--- src/rtl/csram_loader_if.sv ---
// ---------------------------------------------------------------------------
// csram_loader_if
//
// Chunk-stream handshake between a configuration source and csram_loader.
// The source raises start for one cycle to request a load, then offers
// chunks on in_data qualified by in_valid.  A chunk is consumed on every
// cycle where in_valid and in_ready are both high.
//
// Signals
//   start     source -> loader  one-cycle load request
//   in_valid  source -> loader  in_data holds a chunk
//   in_data   source -> loader  one WRITE_WIDTH-bit configuration chunk
//   in_ready  loader -> source  loader takes a chunk this cycle
//
// Modports
//   master : the chunk source (drives start/in_valid/in_data)
//   slave  : the loader (drives in_ready)
// ---------------------------------------------------------------------------
interface csram_loader_if #(
    parameter int WRITE_WIDTH = 9
);

    logic                   start;
    logic                   in_valid;
    logic [WRITE_WIDTH-1:0] in_data;
    logic                   in_ready;

    modport master (
        output start,
        output in_valid,
        output in_data,
        input  in_ready
    );

    modport slave (
        input  start,
        input  in_valid,
        input  in_data,
        output in_ready
    );

endinterface

--- src/rtl/csram_loader.sv ---
// ---------------------------------------------------------------------------
// csram_loader
//
// Fills a neuron core's CSRAM from a narrow configuration stream.  Each
// CSRAM word of WIDTH bits arrives as CHUNKS = ceil(WIDTH/WRITE_WIDTH)
// chunks, least-significant chunk first.  Once a word is complete it is
// written with a single-cycle registered write strobe, and after
// NUM_NEURONS words the block pulses done and returns to idle.  While idle
// the CSRAM address port is handed back to the core controller.
//
// Parameters
//   NUM_NEURONS  words written per load operation
//   WIDTH        CSRAM word width in bits
//   WRITE_WIDTH  chunk width in bits
//
// Ports
//   clk            single clock, rising edge
//   rst_n          asynchronous active-low reset
//   load_if        chunk stream (start, in_valid, in_data, in_ready)
//   rd_address     core controller's CSRAM read address
//   csram_wen      CSRAM write enable
//   csram_address  CSRAM address (rd_address when idle, word_cnt otherwise)
//   csram_data     CSRAM write data
//   busy           high whenever a load is in progress
//   done           one-cycle pulse after the final word has been written
// ---------------------------------------------------------------------------
module csram_loader #(
    parameter int NUM_NEURONS = 256,
    parameter int WIDTH       = 367,
    parameter int WRITE_WIDTH = 9
) (
    input  logic                           clk,
    input  logic                           rst_n,
    csram_loader_if.slave                  load_if,
    input  logic [$clog2(NUM_NEURONS)-1:0] rd_address,
    output logic                           csram_wen,
    output logic [$clog2(NUM_NEURONS)-1:0] csram_address,
    output logic [WIDTH-1:0]               csram_data,
    output logic                           busy,
    output logic                           done
);

    localparam int ADDR_W  = $clog2(NUM_NEURONS);
    localparam int CHUNKS  = (WIDTH + WRITE_WIDTH - 1) / WRITE_WIDTH;
    localparam int CHUNK_W = (CHUNKS > 1) ? $clog2(CHUNKS) : 1;

    localparam logic [CHUNK_W-1:0] LAST_CHUNK = CHUNK_W'(CHUNKS - 1);
    localparam logic [ADDR_W-1:0]  LAST_WORD  = ADDR_W'(NUM_NEURONS - 1);

    typedef enum logic [1:0] {
        IDLE,
        COLLECT,
        WRITE,
        DONE
    } state_t;

    state_t             state_q;
    state_t             state_d;
    logic [ADDR_W-1:0]  word_q;
    logic [ADDR_W-1:0]  word_d;
    logic [CHUNK_W-1:0] chunk_q;
    logic [CHUNK_W-1:0] chunk_d;
    logic [WIDTH-1:0]   asm_q;
    logic [WIDTH-1:0]   asm_d;
    logic [WIDTH-1:0]   data_q;
    logic               wen_q;
    logic               wen_d;
    logic               load_data;
    logic               accept;

    // The block only listens to the stream while collecting, so a chunk
    // offered during IDLE, WRITE or DONE is simply left on the bus.
    assign load_if.in_ready = (state_q == COLLECT);
    assign accept           = load_if.in_valid && (state_q == COLLECT);

    // Chunk placement is resolved per word bit: bit i always comes from
    // chunk i/WRITE_WIDTH, bit i%WRITE_WIDTH.  Building it this way means
    // the surplus top bits of the final chunk never have a destination, so
    // they are dropped without any out-of-range part-select.  The assembly
    // register is never cleared because every bit is rewritten per word.
    for (genvar i = 0; i < WIDTH; i++) begin : g_asm_bit
        assign asm_d[i] = (accept && (chunk_q == CHUNK_W'(i / WRITE_WIDTH)))
                          ? load_if.in_data[i % WRITE_WIDTH]
                          : asm_q[i];
    end

    // State, counters and the registered CSRAM write port.  The write data
    // and strobe are loaded on the edge that accepts the final chunk, so
    // they are settled for the whole WRITE cycle and the CSRAM's
    // falling-edge capture never sees them move.
    always_ff @(posedge clk or negedge rst_n) begin
        if (!rst_n) begin
            state_q <= IDLE;
            word_q  <= '0;
            chunk_q <= '0;
            asm_q   <= '0;
            data_q  <= '0;
            wen_q   <= 1'b0;
        end else begin
            state_q <= state_d;
            word_q  <= word_d;
            chunk_q <= chunk_d;
            asm_q   <= asm_d;
            wen_q   <= wen_d;
            if (load_data) begin
                data_q <= asm_d;
            end
        end
    end

    // Next-state logic.  A stalled stream in COLLECT just holds everything,
    // and start is only looked at in IDLE so a stray pulse mid-load cannot
    // rewind the word counter.
    always_comb begin
        state_d   = state_q;
        word_d    = word_q;
        chunk_d   = chunk_q;
        wen_d     = 1'b0;
        load_data = 1'b0;

        case (state_q)
            IDLE: begin
                if (load_if.start) begin
                    state_d = COLLECT;
                    word_d  = '0;
                    chunk_d = '0;
                end
            end

            COLLECT: begin
                if (accept) begin
                    if (chunk_q == LAST_CHUNK) begin
                        chunk_d   = '0;
                        state_d   = WRITE;
                        wen_d     = 1'b1;
                        load_data = 1'b1;
                    end else begin
                        chunk_d = chunk_q + CHUNK_W'(1);
                    end
                end
            end

            WRITE: begin
                if (word_q == LAST_WORD) begin
                    state_d = DONE;
                end else begin
                    word_d  = word_q + ADDR_W'(1);
                    state_d = COLLECT;
                end
            end

            DONE: begin
                state_d = IDLE;
            end

            default: begin
                state_d = IDLE;
            end
        endcase
    end

    // The address port belongs to the core controller only while idle;
    // during a load it tracks the word being assembled or written.
    assign csram_address = (state_q == IDLE) ? rd_address : word_q;
    assign csram_wen     = wen_q;
    assign csram_data    = data_q;
    assign busy          = (state_q != IDLE);
    assign done          = (state_q == DONE);

endmodule

--- src/flat_wrapper.sv ---
// flat-port wrapper written by rule: the top's interface ports become plain ports
module csram_loader_flat 
#(
    parameter int NUM_NEURONS = 256,
    parameter int WIDTH       = 367,
    parameter int WRITE_WIDTH = 9
)
  (clk, rst_n, rd_address, csram_wen, csram_address, csram_data, busy, done, load_if_start, load_if_in_valid, load_if_in_data, load_if_in_ready);
  csram_loader_if #(.WRITE_WIDTH(WRITE_WIDTH)) load_if_i ();
  input  logic clk;
  input  logic rst_n;
  input  logic [$clog2(NUM_NEURONS)-1:0] rd_address;
  output logic csram_wen;
  output logic [$clog2(NUM_NEURONS)-1:0] csram_address;
  output logic [WIDTH-1:0] csram_data;
  output logic busy;
  output logic done;
  input wire logic [$bits(load_if_i.start)-1:0] load_if_start;
  input wire logic [$bits(load_if_i.in_valid)-1:0] load_if_in_valid;
  input wire logic [$bits(load_if_i.in_data)-1:0] load_if_in_data;
  output wire logic [$bits(load_if_i.in_ready)-1:0] load_if_in_ready;
  assign load_if_i.start = load_if_start;
  assign load_if_i.in_valid = load_if_in_valid;
  assign load_if_i.in_data = load_if_in_data;
  assign load_if_in_ready = load_if_i.in_ready;
  csram_loader #(.NUM_NEURONS(NUM_NEURONS), .WIDTH(WIDTH), .WRITE_WIDTH(WRITE_WIDTH)) u_core (.clk(clk), .rst_n(rst_n), .load_if(load_if_i), .rd_address(rd_address), .csram_wen(csram_wen), .csram_address(csram_address), .csram_data(csram_data), .busy(busy), .done(done));
endmodule
--- config.mk ---
export PLATFORM = sky130hd
export DESIGN_NAME = csram_loader_flat
export DESIGN_NICKNAME = d
export VERILOG_FILES = /design/src/rtl/csram_loader_if.sv /design/src/rtl/csram_loader.sv /design/src/flat_wrapper.sv
export SDC_FILE = /design/constraint.sdc
export NUM_CORES = 1
export LEC_CHECK = 0
export ABC_AREA = 1
export BUFFER_PORTS_ARGS = -buffer_cell sky130_fd_sc_hd__buf_2
export CAP_MARGIN = 15
export CORE_ASPECT_RATIO = 0.9
export CORE_MARGIN = 2
export CORE_UTILIZATION = 50
export CTS_CLUSTER_DIAMETER = 30
export DETAILED_ROUTE_END_ITERATION = 16
export GPL_TIMING_DRIVEN = 0
export PLACE_DENSITY = 0.68
export SYNTH_ARGS = -nofsm -noshare
export SYNTH_HDL_FRONTEND = slang
export SYNTH_SLANG_ARGS = --single-unit
--- constraint.sdc ---
create_clock -name clk -period 2.6 [get_ports clk]
set_input_delay 0.26 -clock clk [delete_from_list [all_inputs] [get_ports clk]]
set_output_delay 0.26 -clock clk [all_outputs]
set_load 0.02 [all_outputs]
**Word-level counts from Yosys, hierarchy flattened**

Index checks and enable logic that the tools add are counted.

- Output and inout bits: 379
- Logic and storage cells: 489
- Flip-flop bits (word level): 751
- Bits of input ports: 21

- Reductions and logical operators: 50
- $add $sub $neg: 2
- Mux-type cells: 383
- Eq/ne operators: 48

Operator list:

| cell | number |
|---|---|
| $mux 1 | 370 |
| $eq 6x5->1 const B | 16 |
| $eq 6x6->1 const B | 9 |
| $eq 6x4->1 const B | 8 |
| $logic_and 1x1->1 | 42 |
| $eq 6x3->1 const B | 4 |
| $mux 8 | 3 |
| $mux 6 | 3 |
| $pmux 8 s2 | 1 |
| $eq 6x2->1 const B | 2 |
| $pmux 6 s2 | 1 |
| $reduce_and 3->1 | 3 |
| $add 8x1->8 const B | 1 |
| $eq 8x8->1 const B | 1 |
| $mux 2 | 4 |
| $pmux 2 s4 | 1 |
| $add 6x1->6 const B | 1 |
| $eq 6x1->1 const B | 1 |
| $logic_not 6->1 | 1 |
| $reduce_bool 2->1 | 3 |
| $eq 2x2->1 const B | 2 |
| $ne 2x1->1 const B | 2 |
| $ne 2x2->1 const B | 2 |
| $eq 2x1->1 const B | 1 |
| $logic_not 2->1 | 1 |

**Logic depth before layout (Yosys ltp)**

Gate-level depths: netlist of the first run.

- Depth after elaboration: 4
- Mapped depth: 10
- Gate-level depth less buffers: 9

**Worst setup path after synthesis of the first run**

OpenSTA, ideal clock, no wires.

- Path type: flip-flop to flip-flop
- Start: register u_core.chunk_q[0]
- End: register u_core.data_q[324] (netlist: u_core.csram_data[324])
- Data arrival time: 1.619 ns
- Data required time: 2.476 ns
- Cell stages (with the launch flop): 10
- Library setup time: 0.124 ns
- Setup slack: 0.857 ns
- Buffers on the path: 1
- Clock period less this slack: 1.743 ns
- Cell sequence: dfrtp_1 > inv_1 > ha_1 > nand3_1 > nor2_1 > nand2_1 > clkbuf_1 > nand2_1 > o211ai_1 > nand2_1

- Longest elaborated chain between the ends: 4
- Elaborated cells on any way between the ends: 7
- Those cells by class: eq/ne (2); mux (4); reduce/logical (1)

RTL lines:

| what | RTL line | text |
|---|---|---|
| start, declared | csram_loader.sv:61 | `logic [CHUNK_W-1:0] chunk_q;` |
| start signal, assigned | csram_loader.sv:102 | `chunk_q <= chunk_d;` |
| $eq 6x6->1 | csram_loader.sv:132 | `if (chunk_q == LAST_CHUNK) begin` |
| $mux 1 | csram_loader.sv:132 |  |
| $mux 1 | csram_loader.sv:131 | `if (accept) begin` |
| $mux 1 | csram_loader.sv:121 | `case (state_q)` |
| end signal, assigned | csram_loader.sv:106 | `data_q <= asm_d;` |
| end, declared | csram_loader.sv:65 | `logic [WIDTH-1:0] data_q;` |

Several ways; a longest one is shown, not always the timed one.
A chain may end at the register's enable or synchronous reset.

**Final worst setup path of the first run**

- Start: register u_core.chunk_q[0]
- End: register u_core.data_q[359] (netlist: u_core.csram_data[359])

The elaborated chain is that of the path after synthesis.

==> results of run 1 <==
==> layout make-up <==
class                           count  area share, %
Antenna cell                        1        0.00672
Inverter                          156           1.57
Clock inverter                     74           2.64
Timing Repair Buffer              409           6.03
Sequential cell                   744           50.0
Clock buffer                      176           10.5
Multi-Input combinational cell   2143           24.8
Buffer                            168           1.99
Tap cell                          765           2.57
==> power breakdown <==
part / switching, mW / total, mW / internal, mW
logic: 1.86 / 2.49 / 0.625
registers: 0.261 / 12.6 / 12.3
clock network: 5.99 / 18.5 / 12.6
==> what timing repair did <==
| action | in CTS | in global routing |
|---|---|---|
| endpoints found under the hold margin | 112 | 0 |
| gates resized for setup | 4 | 15 |
| cloned | 0 | 1 |
| hold buffers | 2 | 0 |
| pin swaps | 0 | 1 |
| endpoints found under the setup margin | 38 | 266 |
| buffers inserted | 0 | 2 |
==> layout by cell type, fill, tap and decap left out, types with 17 or more instances in the layout <==
cell type / instances
sky130_fd_sc_hd__clkinv_2: 22
sky130_fd_sc_hd__o21ai_1: 19
sky130_fd_sc_hd__clkbuf_8: 17
sky130_fd_sc_hd__clkbuf_16: 145
sky130_fd_sc_hd__buf_2: 468
sky130_fd_sc_hd__o21ai_0: 214
sky130_fd_sc_hd__nand3_1: 184
sky130_fd_sc_hd__nand2_1: 1498
sky130_fd_sc_hd__bufinv_16: 20
sky130_fd_sc_hd__dfrtp_1: 744
sky130_fd_sc_hd__o211ai_1: 28
sky130_fd_sc_hd__inv_1: 149
sky130_fd_sc_hd__o21a_1: 72
sky130_fd_sc_hd__clkbuf_1: 98
sky130_fd_sc_hd__and2_1: 45
sky130_fd_sc_hd__nor2_1: 39
==> routing by layer <==
metal / wire length, µm / part of all wire [%] / vias up
li1: - / - / 11200
met5: 0 / 0 / -
met4: 2650 / 3.0 / 0
met3: 6010 / 6.9 / 152
met1: 38600 / 44 / 11600
met2: 40200 / 46 / 769
==> critical path, stage by stage, from the launching register on <==
cell                       delay, ns
sky130_fd_sc_hd__dfrtp_1        0.48
sky130_fd_sc_hd__ha_1           0.35
sky130_fd_sc_hd__nand3_1        0.22
sky130_fd_sc_hd__nor2_2         0.44
sky130_fd_sc_hd__clkinv_1       0.39
sky130_fd_sc_hd__nand2_1        0.14
sky130_fd_sc_hd__nand3_1        0.22
sky130_fd_sc_hd__nand2_1        0.15
==> sequential cells by signal, summed over array words and instances (netlist names) <==
name / flops
u_core.asm_q: 360
u_core.chunk_q: 6
u_core.csram_wen: 1
u_core.word_q: 8
u_core.state_q: 2
u_core.csram_data: 367
==> logic make-up after synthesis <==
logic type	synth area share [%]
AND/OR/NAND/NOR	24.7
buffers and inverters	4.51
XOR/XNOR	0.0901
adder cells (fa/ha/maj)	0.215
flip-flops	63.9
AO/OA/AOI/OAI	6.63
==> stage by stage <==
step	setup TNS (ns)	std cells	total power, mW
2_1_floorplan	0	3211	14.1
3_3_place_gp	-	4373	15.1
3_5_place_dp	-6.74	4380	15.2
4_1_cts	0	4632	33.7
5_1_grt	0	4636	34.8
6_report	0	4636	33.6
==> cell usage after synthesis, drive strengths merged <==
| library cell | count | area (µm²) |
|---|---|---|
| nand2 | 1512 | 5720 |
| nand4 | 2 | 12.5 |
| o211ai | 28 | 210 |
| dfrtp | 744 | 18600 |
| o21a | 72 | 541 |
| o21ai | 233 | 1170 |
| clkbuf | 91 | 342 |
| nor2 | 55 | 265 |
| or2 | 1 | 6.26 |
| xor2 | 3 | 26.3 |
| clkinv | 5 | 18.8 |
| ha | 5 | 62.6 |
| o22ai | 1 | 6.26 |
| inv | 151 | 567 |
| a21oi | 2 | 10.0 |
| nand3 | 184 | 921 |
| and2 | 45 | 282 |
| buf | 77 | 387 |
==> final timing paths <==
check / cells past startpoint / slack [ns] / to / from
setup / recovery: 7 / 0.13 / u_core.csram_data[359] / u_core.chunk_q[0]
hold / removal: 5 / 0.09 / u_core.state_q[0] / load_if_start
setup reg to reg: 7 / 0.13 / u_core.csram_data[359] / u_core.chunk_q[0]
hold reg to reg: 2 / 0.46 / u_core.asm_q[86] / u_core.asm_q[86]
max in group asynchronous: 6 / 0.41 / u_core.csram_data[176] / rst_n
min in group asynchronous: 2 / 0.24 / u_core.word_q[0] / rst_n
==> results.md, run 1 <==
- The flow ran to the end, and the final reports show no timing, DRC or antenna violations.
- Of all nets on the critical path, the largest fanout is 10.
- For the worst setup path, the data required time is 3.23 ns.
- Synthesis produced a netlist with a net count of 3237.
- Across all layers, the routed design uses 23.8k vias.
- The worst hold path belongs to the class input port to flop.
- The total number of clock tree sinks is 744.
- Synthesis inferred 744 register bits.
- The critical path is of the flop to flop type.
- The full die area is 60300 µm².
- STA classifies the critical path endpoint as a flop.
- Synthesis produced a netlist whose cell count is 3211.
- Setup slack on the critical path of the routed design comes to 0.135 ns.
- The mapped cell area is 29200 µm².
- Setup violations remaining at the end of the flow were counted as 0.
- The number of antenna violations at the first check in global routing is 1.
- The total global-route track usage is 29.3%.
- The wire length of the first global-routing pass is 134000 µm.
- The overflow left after global routing is 0.
- The cell area reported after detailed placement is 32300 µm².
- Port buffering added 397 buffers.
- Hold timing on the final database bottoms out at a slack of 0.0931 ns.
- The root buffer cell chosen for the clock tree is sky130_fd_sc_hd__clkbuf_16.
- Counting the buffers created by CTS gives 138.
- The count of max-cap constraint violations is 0.
- The met2 layer usage reported by global route is 44.8%.
- The global routing stage identified its most utilized layer as met2.
- Headroom to the max-slew limit came out at 34.3%.
- The final layout contains routed wiring with a total length of 87500 µm.
- The max-slew violation total from the final report came to 0.
- Detailed placement finished with a half-perimeter wire length of 57300 µm.
- The area of the core region is 57300 µm².
- The die is 259 µm wide.
- The area growth from synthesis to layout is 27.8%.
- The floorplan has 83 rows.
- Setup repair after global routing left no endpoint under its margin.
- The achievable frequency is 406 MHz.
- The congestion estimate from routability-driven global placement came to 0.850.
- Across the whole layout, storage elements account for 18600 µm².
- In the final layout, the share of cells above drive strength 1 is 19.6%.
- Dividing the detail-routed wire length by the instance count gives 18.9 µm.
- The first detailed-routing pass ran for 7 iterations.
- Counting the fill cells in the layout gives 4767.
- The sequential cell area fraction in the yosys report is 63.9%.
- In this run the remaining antenna-violating nets after routing total 0.
- The worst setup slack after placement is -0.164 ns.
- The total area of multi-input combinational cells is 9230 µm².
- The cell area power density is 901 nW/µm².
- Across the VDD grid, the largest voltage drop is 0.600 mV.
- The yosys synthesis warning count is 0.
- The nature of the critical path startpoint is a flop.
- Once the floorplan was initialized, standard cells occupied 50.9% of the core.
- Entering global routing, the biggest net connects 114 pins.
- The arrival time at the worst endpoint is 3.10 ns.
- For this design the static power due to leakage is 20.8 nW.
- Synthesis instantiated 27 different standard cells from the library.
- The I/O pin total is 400.
- The period utilization is 94.8%.
- The die is 233 µm tall.
- The clock tree from TritonCTS is built.
- The final non-filler cell area is 37300 µm².
- The number of global-route vias before repair is 23.5k.
- The number of levels in the clock H-tree is 4.
- The met1 capacity usage during global routing is 40.6%.
- Counting I/O delays and the setup requirement, the final critical path takes 2.47 ns.
- The clock input transition at the sequential cells of the worst setup and hold paths is 0.05 ns.
- The synthesized area per cell is 9.08 µm².
- For this run, the post-layout net count is 3786.
- The detailed router finished its first iteration with 2009 violations.
- The latest clock arrival within the worst-skew pair is 0.70 ns.
- Global routing used 6.88% of the available met3 tracks.
- The worst-margin pin slew is 0.985 ns.
- On the final layout, the worst clock skew is 0.0242 ns.
- The number of vias per cell is 5.13.
- For this run, the share of the core covered by cells in the final layout is 65.0%.
- In the routed design, unresolved DRC markers number 0.
- The final count of hold timing violations is 0.
- The maximum clock insertion buffer count is 3.
No activity file was read; power rests on OpenSTA's default activity.
==> run 2, diff against run 1 <==
Settings changed: ABC_AREA 1 to 0.
==> run 2 against run 1 <==
- first-iteration DRC count down 57%
- clock power about the same
- register-to-register slack got worse by 0.04 ns
- wire length shrank 18%
- combinational power grew 96%
- via count fell by 29%
- setup slack got worse by 0.045 ns
- critical path type unchanged
- critical endpoint is now u_core.csram_data[131]
==> results.md, run 2 <==
- The worst reg-to-reg path cell count is 7.
- The cell type with the largest total area after synthesis is sky130_fd_sc_hd__dfrtp_1.
- The terminating pin of the worst hold path is u_core.asm_q[317].
- The synthesized instance count is 1775.
- The routed design could run at a clock period as short as 2.51 ns.
- After synthesis the netlist holds a flip-flop and latch count of 744.
- The flow ran to the end, and the final reports show no timing, DRC or antenna violations.
- The most frequently used cell type in the post-synthesis netlist is sky130_fd_sc_hd__dfrtp_1.
- The number of antenna violations at the first check in global routing was 3.
- After detailed routing, the average wire length per cell comes to 22.5 µm.
- When the netlist entered floorplanning its net count stood at 1801.
- The worst setup slack after placement is -0.369 ns.
- The cell area power density is 1020 nW/µm².
- The cell that appears most often on the critical path is sky130_fd_sc_hd__mux2_2.
- The sequential cell area fraction in the yosys report is 65.2%.
- The delay of the slowest cell on the worst path is 0.42 ns.
- The global placer's final weighted congestion is 0.810.
- The top cell types in the final layout, fill and taps aside, are sky130_fd_sc_hd__dfrtp_1 (744), sky130_fd_sc_hd__mux2_2 (694), sky130_fd_sc_hd__buf_2 (410).
- TritonCTS built the clock tree.
- The count of vias placed by the detailed router is 16.8k.
- The number of port buffers is 397.
- The prevailing post-synth register cell is sky130_fd_sc_hd__dfrtp_1.
- The count of flip-flops with a built-in enable after synthesis is 0.
- Traced cell by cell, the critical path runs through inv_1, ha_1, nor2b_4, and4_1, buf_2, mux2_2, mux2_2.
- The register-to-register path setup slack is 0.09 ns.
- The total number of clock tree sinks is 744.
- The post-route worst setup slack is 0.0897 ns.
- The synthesized area per cell is 16.1 µm².
- The async set-or-reset flop fraction in the synthesized netlist is 100%.
- The area fraction of the dominant cell type after synthesis is 65.2%.
- The wire length after detailed routing is 72100 µm.
- For this run, the detailed router's first-pass iteration total came to 4.
- For the worst setup path, the data arrival time is 3.08 ns.
- The clock reaches the later pin of the worst-skew pair after 0.70 ns.
- The die height is 231 µm.
- The wire length of the first global-routing pass is 110000 µm.
- The mapped cell area is 28500 µm².
- The register with the most flip-flops in the layout has 367 of them.
- The worst hold path belongs to the class input port to flop.
- Setup violations remaining at the end of the flow were counted as 0.
- The number of global-route vias before repair came to 18.0k.
- The final count of hold timing violations was 0.
- Yosys printed 0 warnings.
- The clock input transition at the sequential cells of the worst setup and hold paths is 0.05 ns.
- The max-slew violation total from the final report is 0.
- The critical path is of the flop to flop type.
- Of all nets on the critical path, the largest fanout is 9.
- The area of the core region is 56700 µm².
- CTS built an H-tree with a depth of 4.
- The count of antenna diodes in the layout is 0.
- Of the available clock period, the critical path in the final layout requires 96.5%.
- STA classifies the critical path endpoint as a flop.
- The worst setup path is launched from a flop.
- The largest net degree at the start of global routing is 126.
- The launch point of the worst reg-to-reg path is u_core.chunk_q[0].
- The achievable frequency is 398 MHz.
- After synthesis, the most frequently instantiated cells are sky130_fd_sc_hd__dfrtp_1 (744), sky130_fd_sc_hd__mux2_2 (694), sky130_fd_sc_hd__nand2_1 (71), sky130_fd_sc_hd__clkbuf_1 (51), sky130_fd_sc_hd__buf_2 (47).
- In this run the remaining antenna-violating nets after routing total 0.
- The starting density of the core is 50.3%.
- The total chip power is 37.8 mW.
- In the routed layout, each cell is associated on average with a via count of 5.24.
- From synthesis to final layout, the design area changed by 29.5%.
- The full die area is 59000 µm².
- The overflow left after global routing is 0.
- The clock tree root buffer cell is sky130_fd_sc_hd__clkbuf_16.
- The wire-length estimate of the detail-placed layout is 47600 µm.
- The number of unique standard cell types used by synthesis is 51.
- Summed over all cells, the static leakage comes to 19.7 nW.
- On the final layout, the worst clock skew is 0.0245 ns.
- For this run, the post-layout net count is 2356.
- The number of violations reported at the end of detailed-routing iteration 0 is 864.
- The normalized max-slew margin is 35.5%.
- The number of rows in the core area is 83.
- The worst hold path depth is 2.
- Cells fill 65.2% of the core in the end.
- The worst-margin pin slew is 0.968 ns.
- The endpoint identified for the worst register-to-register timing path is u_core.csram_data[131].
- The total global-route track usage is 24.9%.
- The cell with the largest stage delay on the worst path is sky130_fd_sc_hd__dfrtp_1.
- The start point of the worst min-delay path is load_if_in_data[2].
- The width of the die is 256 µm.
- In the routed design, unresolved DRC markers number 0.
- For the worst setup path, the data required time is 3.17 ns.
- In this run the deepest clock path goes through 3 buffers.
- The I/O pin total is 400.
- The worst IR drop on VDD is 0.651 mV.
- The count of max-cap constraint violations is 0.
- The library cell used most frequently in the layout, excluding fill and tap cells, is sky130_fd_sc_hd__dfrtp_1.
- Sorting the synthesized cells by area gives the leading types as sky130_fd_sc_hd__dfrtp_1 (65%), sky130_fd_sc_hd__mux2_2 (27%), sky130_fd_sc_hd__nand2_1 (0.93%).
- The ratio of cells with drive above 1 in the final layout is 59.2%.
- The TritonCTS buffer count is 137.
run 2: per-stage QoR:
stage | cell area, µm² | setup TNS, ns | hold slack [ns] | std cells
finish | 37000 | 0 | 0.0502 | 3210
global route | 37000 | -2.99 | 0.0281 | 3210
CTS | 36800 | -0.00753 | 0.0162 | 3204
detailed placement | 31700 | -80.42 | 0.417 | 2943
global placement | 31500 | - | 0.458 | 2937
floorplan | 28500 | 0 | -0.0356 | 1775
run 2: layout make-up:
cell class / count / area, µm²
multi-input combinational: 923 / 9500
timing repair buffer: 415 / 2340
clock buffer: 180 / 3960
clock inverter: 74 / 987
fill: 4096 / 19700
sequential: 744 / 18600
inverter: 4 / 17.5
buffer: 105 / 597
tap: 765 / 957
run 2: worst max-delay path by stage:
stage | start | end | slack (ns)
floorplan | u_core.chunk_q[0] | u_core.csram_data[108] | 0.42
CTS | u_core.chunk_q[0] | u_core.csram_data[108] | -0.008
global placement | rst_n | u_core.csram_data[263] | -13.67
global route | u_core.chunk_q[0] | u_core.csram_data[232] | -0.05
finish | u_core.chunk_q[0] | u_core.csram_data[131] | 0.09
detailed placement | u_core.chunk_q[0] | u_core.csram_data[56] | -0.37
run 2: where the power goes:
group          switching (mW)  total [mW]  internal [mW]
clock                    5.98        18.6           12.6
sequential              0.653        14.3           13.6
combinational            2.67        4.88           2.22
total                    9.30        37.8           28.5
run 2: routing by layer:
layer	up-vias	routed length, µm	global-route usage, %
met5	-	0	0
met3	114	5020	7.76
met2	442	34200	38.8
li1	7423	-	-
met4	0	1670	8.53
met1	8834	31200	33.3
run 2: what timing repair did:
action / 4_1_cts / 5_1_grt
endpoints found under the setup margin: 318 / 343
pin swaps: 1 / 7
hold buffers: 6 / 0
gates resized for setup: 40 / 25
cloned: 1 / 0
hold endpoints to repair: 119 / 0
buffers inserted: 0 / 6
run 2: critical path, delay by kind of cell, from the launching register on:
kind	cells	cell delay, ns
adder cells (fa/ha/maj)	1	0.27
multiplexers	2	0.65
flip-flops	1	0.42
buffers and inverters	2	0.39
AND/OR/NAND/NOR	2	0.66
run 2: cell families after synthesis:
family                   synth area share (%)
buffers and inverters                    1.76
AND/OR/NAND/NOR                          4.12
flip-flops                               65.2
multiplexers                             28.1
XOR/XNOR                                0.123
adder cells (fa/ha/maj)                 0.219
AO/OA/AOI/OAI                           0.465
==> run 3, diff against run 2 <==
Settings changed: CORE_UTILIZATION 50 to 30, PLACE_DENSITY 0.68 to 0.44.
==> run 3 against run 2 <==
- hold slack worse by 0.0047 ns
- critical path type unchanged
- first-iteration DRC count shrank 25%
- wire length up 16%
- sequential share of layout area down 2.5 points
- highest routed layer unchanged
- final cell count rose by 17%
- non-clock buffer count is 4 higher
- design area increased by 5.3%
- critical path depth did not move
- global-route usage is 7.7 points lower
- combinational power grew 1%
==> results.md, run 3 (synthesized netlist as in run 2, its figures left out) <==
- The largest net degree at the start of global routing is 122.
- Tracing the worst setup path back leads to its startpoint at u_core.chunk_q[1].
- Counting stages on the worst path, the most repeated cell is sky130_fd_sc_hd__mux2_2.
- The die height is 297 µm.
- Once detail routing completed, the nets flagged for antenna violations numbered 0.
- Traced cell by cell, the critical path runs through inv_1, ha_1, nor2b_4, and4_1, buf_2, mux2_2, mux2_2.
- The class of the tightest hold or removal check is input port to flop.
- The TritonCTS buffer count is 170.
- The register-to-register path setup slack is 0.11 ns.
- The clock input transition at the sequential cells of the worst setup and hold paths is 0.05 ns.
- The width of the die is 329 µm.
- The half-perimeter wire length of the detailed placement result is 55200 µm.
- At the end of routability-driven placement, the weighted congestion stood at 0.738.
- The first global-routing pass estimated 122000 µm of wire.
- The capturing instance or port of the critical path is u_core.csram_data[123].
- The worst setup path is launched from a flop.
- The total chip power is 41.8 mW.
- The worst setup path is captured at a flop.
- The minimum clock period is 2.49 ns.
- The flip-flop count of the largest register after layout is 367.
- In the post-route analysis, the smallest setup slack over all paths is 0.110 ns.
- The max-slew violation total from the final report came to 0.
- The internal power of the cells totals 31.5 mW.
- For the pin with the worst max-slew slack, the measured transition is 1.14 ns.
- The commonest non-fill, non-tap cell in the layout is sky130_fd_sc_hd__dfrtp_1.
- Setup repair after global routing left no endpoint under its margin.
- The capture point of the worst reg-to-reg path is u_core.csram_data[123].
- The delay of the slowest cell on the worst path is 0.43 ns.
- For this design the ratio of total power to cell area is 1070 nW/µm².
- The summed negative setup slack over all endpoints is 0 ns.
- Per report_power, the combinational group accounts for 11.8% of the total.
- The number of global-route vias before repair is 18.3k.
- By startpoint and endpoint, the worst setup path is classified as flop to flop.
- The launch point of the worst reg-to-reg path is u_core.chunk_q[1].
- The worst setup slack after placement is -0.526 ns.
- The data required time at the worst endpoint is 3.21 ns.
- The cell with the largest stage delay on the worst path is sky130_fd_sc_hd__dfrtp_1.
- The number of detailed-route iterations in the first pass is 6.
- The post-route netlist has 60.5% of its cells at a drive strength greater than 1.
- The final setup skew is 0.0290 ns.
- The number of nets at the end of the flow is 2393.
- The fraction of power spent switching nets is 24.6%.
- The number of port buffers is 397.
- IR analysis of the VDD net gives a maximum drop of 0.533 mV.
- Setup violations remaining at the end of the flow were counted as 0.
- The total number of clock tree sinks is 744.
- The run finished with clean final reports.
- The number of fill cells in the layout is 8814.
- Grouping stages by cell kind, the critical path spends the most delay in simple AND/OR/NAND/NOR gates.
- The full die area is 97600 µm².
- The latest clock arrival within the worst-skew pair is 0.74 ns.
- The area of the core region is 94500 µm².
- The analysis attributes to net switching a power of 10.3 mW.
- In the finished design, the share of the clock period the worst path needs comes to 95.8%.
- The clock tree synthesis step divided the H-tree into 4 levels.
- The residual DRC count is 0.
- The maximum fanout along the worst path is 9.
- The number of rows in the core area is 107.
- The overflow left after global routing is 0.
- Static timing analysis puts the maximum clock frequency at 402 MHz.
- For the worst flop-to-flop path, the logic depth is 7.
- The total global-route track usage is 17.2%.
- For the worst setup path, the data arrival time is 3.10 ns.
- Of the total power, the clock network draws 54.1%.
- The maximum clock insertion buffer count is 3.
- The area growth from synthesis to layout is 36.4%.
- The number of vias per cell is 4.50.
- In this run the count of I/O pins placed on the die edge is 400.
- The clock tree root buffer cell is sky130_fd_sc_hd__clkbuf_16.
- The number of cells on the critical path is 7.
- The clock tree from TritonCTS is built.
- The routed wire length per instance is 22.1 µm.
- The library cells used most frequently in the layout, excluding fill and tap cells, are sky130_fd_sc_hd__dfrtp_1 (743), sky130_fd_sc_hd__mux2_2 (694), sky130_fd_sc_hd__buf_2 (409).
- Per report_power, the sequential group accounts for 34.1% of the total.
- The starting density of the core is 30.2%.
- The count of max-cap constraint violations is 0.
- For this block, the initial DRC count from the detailed router was 648.
- For this block, the routed nets add up to 83300 µm of wire.
- The analysis attributes to cell leakage a power of 20.3 nW.
- The number of buffer and inverter stages on the critical path is 2.
- The final count of hold timing violations is 0.
- In this run the tightest slew margin relative to its limit is 24.0%.
- The post-layout utilization of the core is 41.2%.
- The count of vias placed by the detailed router is 17.0k.
- The number of antenna violations at the first check in global routing is 7.
==> run 3: final cells by class <==
cell class                      instances  area [µm²]  share of cell area (%)
Antenna cell                            1        2.50                 0.00643
Tap cell                             1253        1570                    4.03
Timing Repair Buffer                  421        2450                    6.29
Clock inverter                        112        1520                    3.89
Sequential cell                       744       18600                    47.8
Inverter                                4        22.5                  0.0578
Buffer                                103         589                    1.51
Multi-Input combinational cell        923        9510                    24.4
Clock buffer                          208        4660                    12.0
==> run 3: power by group through the flow <==
| stage | clock network (mW) | registers, mW | logic, mW |
|---|---|---|---|
| after detailed placement | 0 | 14.4 | 4.93 |
| after global placement | 0 | 14.4 | 4.76 |
| after CTS | 23.1 | 14.3 | 5.03 |
| after floorplan | 0 | 14.5 | 3.15 |
| final | 22.6 | 14.2 | 4.95 |
| after global routing | 23.8 | 14.5 | 5.43 |
==> run 3: how the worst min path moves through the flow <==
stage / end / slack, ns / startpoint / depth (start not counted)
2_1_floorplan: u_core.asm_q[0] / -0.04 / rst_n / 0
6_report: u_core.asm_q[320] / 0.05 / load_if_in_data[5] / 2
3_5_place_dp: u_core.csram_data[181] / 0.28 / rst_n / 1
4_1_cts: u_core.asm_q[320] / 0.0007 / load_if_in_data[5] / 2
3_3_place_gp: u_core.csram_data[361] / 0.46 / u_core.csram_data[361] / 2
5_1_grt: u_core.asm_q[321] / 0.02 / load_if_in_data[6] / 2
==> run 3: routing by layer <==
metal / GRT usage (%) / part of all wire (%)
met5: 0 / 0
met4: 5.42 / 2.2
met1: 22.5 / 44
met3: 6.09 / 7.4
met2: 26.7 / 46
==> run 3: through the flow <==
stage	instance area [µm²]	hold WS, ns	instances
2_1_floorplan	28500	-0.0356	1775
3_3_place_gp	32100	0.457	3425
3_5_place_dp	32300	0.282	3431
4_1_cts	38800	0.000674	3763
5_1_grt	38900	0.0188	3768
6_report	38900	0.0454	3769
==> run 3: timing repair <==
action	4_1_cts	5_1_grt
hold buffers	6	0
gates resized for setup	47	29
gates cloned	1	0
pin swaps	5	5
hold endpoints to repair	83	0
setup endpoints to repair	358	330
setup buffers	5	7
